File: config.mk
export PLATFORM = sky130hd
export DESIGN_NAME = mp_reg_file
export DESIGN_NICKNAME = d
export VERILOG_FILES = /design/src/rtl/mp_reg_file.sv
export SDC_FILE = /design/constraint.sdc
export NUM_CORES = 2
export LEC_CHECK = 0
export CAP_MARGIN = 5
export CORE_ASPECT_RATIO = 0.9
export CORE_MARGIN = 3
export CORE_UTILIZATION = 47
export CTS_CLUSTER_SIZE = 16
export DETAILED_ROUTE_END_ITERATION = 8
export HOLD_SLACK_MARGIN = 0.05
export PLACE_DENSITY = 0.69
export SYNTH_ARGS = -nofsm -noshare
export SYNTH_HDL_FRONTEND = slang
export SYNTH_SLANG_ARGS = --single-unit
File: constraint.sdc
create_clock -name clk -period 3.6 [get_ports clk]
set_input_delay 0.9 -clock clk [delete_from_list [all_inputs] [get_ports clk]]
set_output_delay 0.9 -clock clk [all_outputs]
set_load 0.05 [all_outputs]
File: src/rtl/mp_reg_file.sv
// Multi-port register file (N_RD readers, N_WR writers), with a sequenced clear engine.
// Latency: reads are registered, so data appears 1 cycle after ren; writes commit at the edge.
// Backpressure: none. During a clear sweep busy=1, and user writes are dropped.
module mp_reg_file #(
  parameter int DATA_WIDTH = 16,
  parameter int ADDR_WIDTH = 5,
  parameter int N_RD       = 2,
  parameter int N_WR       = 2,
  parameter bit BYPASS     = 1'b1
) (
  input  logic                       clk,
  input  logic                       resetn,
  input  logic [N_WR*DATA_WIDTH-1:0] din,
  input  logic [N_WR*ADDR_WIDTH-1:0] wad,
  input  logic [N_WR-1:0]            wen,
  input  logic [N_RD*ADDR_WIDTH-1:0] rad,
  input  logic [N_RD-1:0]            ren,
  input  logic                       clr,
  output logic [N_RD*DATA_WIDTH-1:0] dout,
  output logic [N_RD-1:0]            rvalid,
  output logic                       collision,
  output logic                       wr_collision,
  output logic                       busy
);

  localparam int DEPTH = 1 << ADDR_WIDTH;
  localparam logic [ADDR_WIDTH-1:0] LAST_IDX = {ADDR_WIDTH{1'b1}};

  typedef enum logic {ST_IDLE, ST_CLEAR} state_t;

  state_t                  state;
  logic [ADDR_WIDTH-1:0]   cnt;
  logic [DATA_WIDTH-1:0]   mem     [DEPTH];
  logic [DATA_WIDTH-1:0]   rd_data [N_RD];
  logic                    clearing;
  logic [N_WR-1:0]         user_wen;
  logic                    rw_hit;
  logic                    ww_hit;

  // The sweep owns the array, so user writes are masked out while it runs.
  assign clearing = (state == ST_CLEAR);
  assign user_wen = clearing ? '0 : wen;

  // Clear sequencer: walks cnt across every entry once, and busy mirrors the CLEAR state.
  always_ff @(posedge clk or negedge resetn) begin
    if (!resetn) begin
      state <= ST_IDLE;
      cnt   <= '0;
      busy  <= 1'b0;
    end else begin
      case (state)
        ST_IDLE: begin
          if (clr) begin
            state <= ST_CLEAR;
            cnt   <= '0;
            busy  <= 1'b1;
          end
        end
        ST_CLEAR: begin
          cnt <= cnt + 1'b1;
          if (cnt == LAST_IDX) begin
            state <= ST_IDLE;
            busy  <= 1'b0;
          end
        end
        default: begin
          state <= ST_IDLE;
          busy  <= 1'b0;
        end
      endcase
    end
  end

  // Storage update: the sweep zeroes one entry per cycle; otherwise the last enabled port wins.
  always_ff @(posedge clk or negedge resetn) begin
    if (!resetn) begin
      for (int k = 0; k < DEPTH; k++) begin
        mem[k] <= '0;
      end
    end else if (clearing) begin
      mem[cnt] <= '0;
    end else begin
      for (int i = 0; i < N_WR; i++) begin
        if (wen[i]) begin
          mem[wad[i*ADDR_WIDTH +: ADDR_WIDTH]] <= din[i*DATA_WIDTH +: DATA_WIDTH];
        end
      end
    end
  end

  // Read mux with optional forwarding of this cycle's winning write (or sweep zero).
  always_comb begin
    for (int j = 0; j < N_RD; j++) begin
      rd_data[j] = mem[rad[j*ADDR_WIDTH +: ADDR_WIDTH]];
      if (BYPASS) begin
        if (clearing) begin
          if (rad[j*ADDR_WIDTH +: ADDR_WIDTH] == cnt) begin
            rd_data[j] = '0;
          end
        end else begin
          for (int i = 0; i < N_WR; i++) begin
            if (wen[i] && (wad[i*ADDR_WIDTH +: ADDR_WIDTH] == rad[j*ADDR_WIDTH +: ADDR_WIDTH])) begin
              rd_data[j] = din[i*DATA_WIDTH +: DATA_WIDTH];
            end
          end
        end
      end
    end
  end

  // Address clash detection over the writes that will actually be committed.
  always_comb begin
    rw_hit = 1'b0;
    ww_hit = 1'b0;
    for (int i = 0; i < N_WR; i++) begin
      for (int j = 0; j < N_RD; j++) begin
        if (user_wen[i] && ren[j] &&
            (wad[i*ADDR_WIDTH +: ADDR_WIDTH] == rad[j*ADDR_WIDTH +: ADDR_WIDTH])) begin
          rw_hit = 1'b1;
        end
      end
      for (int k = i + 1; k < N_WR; k++) begin
        if (user_wen[i] && user_wen[k] &&
            (wad[i*ADDR_WIDTH +: ADDR_WIDTH] == wad[k*ADDR_WIDTH +: ADDR_WIDTH])) begin
          ww_hit = 1'b1;
        end
      end
    end
  end

  // Output registers: dout only updates on enabled ports, so idle ports hold their last value.
  always_ff @(posedge clk or negedge resetn) begin
    if (!resetn) begin
      dout         <= '0;
      rvalid       <= '0;
      collision    <= 1'b0;
      wr_collision <= 1'b0;
    end else begin
      rvalid       <= ren;
      collision    <= rw_hit | ww_hit;
      wr_collision <= ww_hit;
      for (int j = 0; j < N_RD; j++) begin
        if (ren[j]) begin
          dout[j*DATA_WIDTH +: DATA_WIDTH] <= rd_data[j];
        end
      end
    end
  end

endmodule

== Word level (Yosys, flattened, before mapping) ==
Index checks and enable logic that the tools add are counted.

* Output and inout bits: 37
* Register bits after elaboration: 555
* Bits of input ports: 59
* Word-level logic and storage cells: 126

* Bitwise gates (word level): 9
* Equality and inequality tests: 10
* Reduce and logical (&&, ||, !) cells: 18
* Muxes and demuxes: 40
* Magnitude comparators: 8
* $add $sub $neg: 1

{| class="wikitable"
|+ Operators with widths
! kind !! count
|-
| 512-bit two-way mux || 4
|-
| 512-bit bitwise mux || 2
|-
| 512-bit AND || 1
|-
| 512-bit inverter || 1
|-
| 16-bit demux with 5-bit select || 3
|-
| 16-bit two-way mux || 15
|-
| 16-bit binary-select mux with 5-bit select || 2
|-
| 5-bit == test || 7
|-
| 6-bit >= comparator, second input constant || 5
|-
| 5-bit inverter with 6-bit output || 5
|-
| 6-bit by 1-bit less-than comparator with 1-bit output, second input constant || 3
|-
| 1-bit logical AND || 17
|-
| 5-bit one-hot mux with 2 select lines || 1
|-
| 1-bit two-way mux || 9
|-
| 5-bit by 1-bit adder with 5-bit output, second input constant || 1
|-
| 5-bit == test, second input constant || 1
|-
| 5-bit two-way mux || 1
|-
| 1-bit one-hot mux with 2 select lines || 2
|-
| 2-bit two-way mux || 1
|-
| 2-bit by 1-bit != test with 1-bit output, second input constant || 1
|-
| 2-bit != test, second input constant || 1
|-
| 2-bit AND reduction || 1
|-
| 1-bit inverter || 1
|-
| 1-bit bitwise OR || 1
|}

== Logic depth before layout (Yosys ltp) ==
* Word-level depth: 11
* Gate-level depth with buffers: 9

== Least setup slack after synthesis ==
Ideal clock, no wire load.

* Path kind: in2reg
* Start point: input port rad[7]
* End point: register dout[29]
* Setup time: 140 ps
* Setup slack: 1011 ps
* Stages: 7
* Path buffers: 3
* Data required time: 3460 ps
* Arrival time: 2449 ps
* Cell sequence: buf_2 -> buf_2 -> buf_1 -> mux4_2 -> mux2_2 -> a21oi_1 -> a41oi_1

* Cells in the longest elaborated chain, start to end: 7
* Elaborated cells between the ends (all ways): 13
* Classes of those cells: eq/ne: 3; mux: 7; bitwise: 1; reduce/logical: 2

{| class="wikitable"
|+ Ends and longest elaborated chain
! element !! line !! RTL
|-
| from (decl) || 16 || <nowiki>input logic [N_RD*ADDR_WIDTH-1:0] rad,</nowiki>
|-
| 5-bit inverter with 6-bit output (not written as such) || 94 || <nowiki>rd_data[j] = mem[rad[j*ADDR_WIDTH +: ADDR_WIDTH]];</nowiki>
|-
| 16-bit binary-select mux with 5-bit select || 94 ||
|-
| 16-bit two-way mux (not written as such) (2 in a row) || 94 ||
|-
| 16-bit two-way mux (2 in a row) || 102 || <nowiki>if (wen[i] && (wad[i*ADDR_WIDTH +: ADDR_WIDTH] == rad[j*ADDR_WIDTH +: ADDR_WIDTH])) begin</nowiki>
|-
| 16-bit two-way mux (*) || 96 || <nowiki>if (clearing) begin</nowiki>
|-
| to (signal, indexed assignment) || 144 || <nowiki>dout[j*DATA_WIDTH +: DATA_WIDTH] <= rd_data[j];</nowiki>
|-
| to (decl) || 19 || <nowiki>output logic [N_RD*DATA_WIDTH-1:0] dout,</nowiki>
|}

Mark *: on every way between the ends. The rest lies on a longest branch, timed or not. The select of a mux whose other input is x is not followed.
A chain may end at the register's enable or synchronous reset.

== Final worst setup path ==
* Start point: input port wad[1]
* End point: register dout[28]

* Cells in the longest elaborated chain, start to end: 5

{| class="wikitable"
|+ Ends and longest elaborated chain
! element !! line !! RTL
|-
| from (decl) || 14 || <nowiki>input logic [N_WR*ADDR_WIDTH-1:0] wad,</nowiki>
|-
| 5-bit == test || 102 ||
|-
| 1-bit logical AND || 102 ||
|-
| 16-bit two-way mux (2 in a row) || 102 ||
|-
| 16-bit two-way mux || 96 ||
|}

No other way between the ends.

==> metrics.yaml <==
routing:
  firstDrtPassIters: 8
  drt_iter0_drc: 7782
  remaining_drc_errors: 0
  via_per_inst: 7.11
  avgRoutedWirePerCell_um: 31.6
  ant_nets: 0
  drt_wl_total_mm: 195
  vias: 43800
worst_setup_path:
  critical_path_class: "primary input to flip-flop"
  worstPathArrival_ns: 3.68
  startpoint_type: "primary input"
  critPathCaptureType: "flip-flop"
  crit_path_max_fanout: 17
  crit_required_ns: 4.16
clock_network:
  cts_root_buf: "clkbuf_16"
  cts_resized: 0
  cts_buffers: 67
  clk_pin_slew_worst_paths_ns: 0.06
  clk_latency_ns: 0.64
  ctsHoldBuffers: 0
  cts_setup_buffers: 0
  htree_levels: 3
  cts_max_path_buffers: 3
  cts_sinks: 555
  cts_tree: "yes"
global_routing:
  antenna_found_initial: 26
  use_met1: 0.561
  use_met3: 0.208
  grt_pass1_wl_mm: 281
  grt_util_all_layers: 0.424
  use_met2: 0.559
  grt_remaining_overflow: 0
  grt_pass1_vias: 39400
  grt_max_degree: 236
  busiest_layer: "met1"
synthesis:
  seq_area_frac_synth: 0.344
  syn-num-nets: 5144
  avgSynthCellArea_um2: 7.94
  async_flop_share: 1.00
  netlist_top_cells_area: "dfrtp_1 (34%), o21ai_0 (13%), mux4_2 (11%)"
  yosysMostFrequentCell: "o21ai_0"
  yosys_warnings: 0
  synth_flop_cell: "dfrtp_1"
  ys_ff_latch: 555
  yosysTopAreaCell: "dfrtp_1"
  synth_top_cells_by_count: "o21ai_0 (1084), nand2_1 (999), nand3_1 (664), dfrtp_1 (555), clkbuf_1 (382)"
  ys_types: 56
  synth_edf_count: 0
  syn_area_um2: 40300
  synth_top_area_share: 0.344
  synthCells: 5080
floorplanning:
  core_area_um2: 84700
  dieArea_um2: 89400
  die_x_um: 315
  row_count: 101
  ioPinCount: 96
  die_h_um: 284
  initial_core_util: 0.476
worst_hold_path:
  worstHoldPathType: "primary input to async pin"
placement:
  dpl.hpwl_mm: 127
  dp_slack_ns: 0.0510
  place_congestion: 1.11
  dpl.cell_count: 6035
  portBuffers: 95
layout:
  final_cells: 6165
  final_util: 0.532
  fill_cells: 7784
  area_growth_pct: 11.7
  fin_nets: 5035
  drive_gt1_frac: 0.135
pwr:
  p_comb_frac: 0.404
  seq_power_share: 0.370
  switchingPower_w: 0.0129
  leakage_nw: 19.5
  powerDensity_nw_per_um2: 666
  switching_share: 0.429
  p_int_w: 0.0171
  pwr-share-clk: 0.227
  ir_drop_v: 0.000364
  report.power.total_w: 0.0300
timing:
  skew_ns: 0.0334
  drv_slew: 0
  setup_viol: 0
  whs_ns: 0.204
  worst_slew_pin_slew_ns: 1.20
  rsz0062_at_grt: "false"
  finalCritPeriodShare: 0.866
  hold_viol: 0
  fmaxAchievable_ghz: 0.321
  slew_headroom: 0.199
  setup_ws_ns: 0.482
  period_needed_ns: 3.12
status:
  status: "completed"
flow_run:
  drv_cap: 0
-- critical path: stages --
cell	delay, ns
clkdlybuf4s50_1	0.80
xor2_1	0.32
nor4_1	0.43
a21o_1	0.71
a21oi_1	0.14
buf_4	0.19
a41oi_1	0.14
-- stage by stage --
step | area (µm²) | setup TNS, ns
2_1_floorplan | 40300 | 0
3_3_place_gp | 42900 | -0.753
3_5_place_dp | 42900 | 0
4_1_cts | 45000 | 0
5_1_grt | 45000 | 0
6_report | 45100 | 0
-- area by class of cell --
cell class                      instances  area (µm²)  share of cell area
Multi-Input combinational cell       3932       24000               0.532
Sequential cell                       555       13900               0.308
Timing Repair Buffer                  393        3570              0.0791
Clock buffer                          106        2040              0.0452
Tap cell                             1133        1420              0.0315
Inverter                               22        83.8             0.00186
Antenna cell                           17        42.5            0.000944
Clock inverter                          7        41.3            0.000916
-- worst paths after layout --
kind                       slack [ns]                    to          startpoint  cells after the start
max                              0.48  dout[28]$_DFFE_PN0P_              wad[1]                      7
min reg2reg                      0.52    mem[172]$_DFF_PN0_  mem[172]$_DFF_PN0_                      2
min                              0.20    mem[497]$_DFF_PN0_              resetn                      1
max in group asynchronous        2.39    mem[348]$_DFF_PN0_              resetn                      2
max reg2reg                      0.65   dout[7]$_DFFE_PN0P_  clearing$_DFF_PN0_                      8
min in group clk                 0.52    mem[172]$_DFF_PN0_  mem[172]$_DFF_PN0_                      2
-- layer usage --
layer	part of all wire	routed length (µm)	up-vias
met4	0.071	13900	24
met2	0.39	75000	3903
li1	-	-	18000
met3	0.18	35800	771
met5	0.0018	341	-
met1	0.36	69600	21100
-- registers in the layout, summed over array words and instances (netlist names) --
signal	count
clearing	1
wr_collision	1
busy	1
rvalid	2
collision	1
cnt	5
mem	512
dout	32
-- cells by family after synthesis --
family,Yosys count,synth area share
AOI/OAI and AO/OA,1600,0.219
xor gates and xnor gates,35,0.00760
adders and majority gates,5,0.00155
buffers and inverters,593,0.0641
DFF,555,0.344
muxes,367,0.151
and+or+nand+nor,1925,0.212
-- power by group through the flow --
stage	clock network (W)	registers [W]	logic, W
after detailed placement	0	0.0110	0.0116
after global placement	0	0.0109	0.0112
after CTS	0.00681	0.0109	0.0116
final	0.00680	0.0111	0.0121
after global routing	0.00702	0.0113	0.0130
after floorplan	0	0.0105	0.00747
-- placed cells by master, fill, tap and decap left out, types with 19 or more instances in the layout --
cell / count
dfrtp_1: 554
mux2i_1: 159
clkdlybuf4s50_1: 58
o21ai_0: 1084
buf_4: 257
nand2_1: 999
nor2_1: 119
clkbuf_1: 22
clkbuf_16: 71
o21ai_1: 87
a21oi_1: 112
buf_2: 32
mux4_2: 192
buf_12: 42
a31oi_1: 25
a211oi_1: 32
nand3_1: 662
xnor2_1: 19
nor2b_1: 68
inv_1: 21
a22oi_1: 48
a22o_1: 63
o22ai_1: 65
No activity file was read; power rests on OpenSTA's default activity.
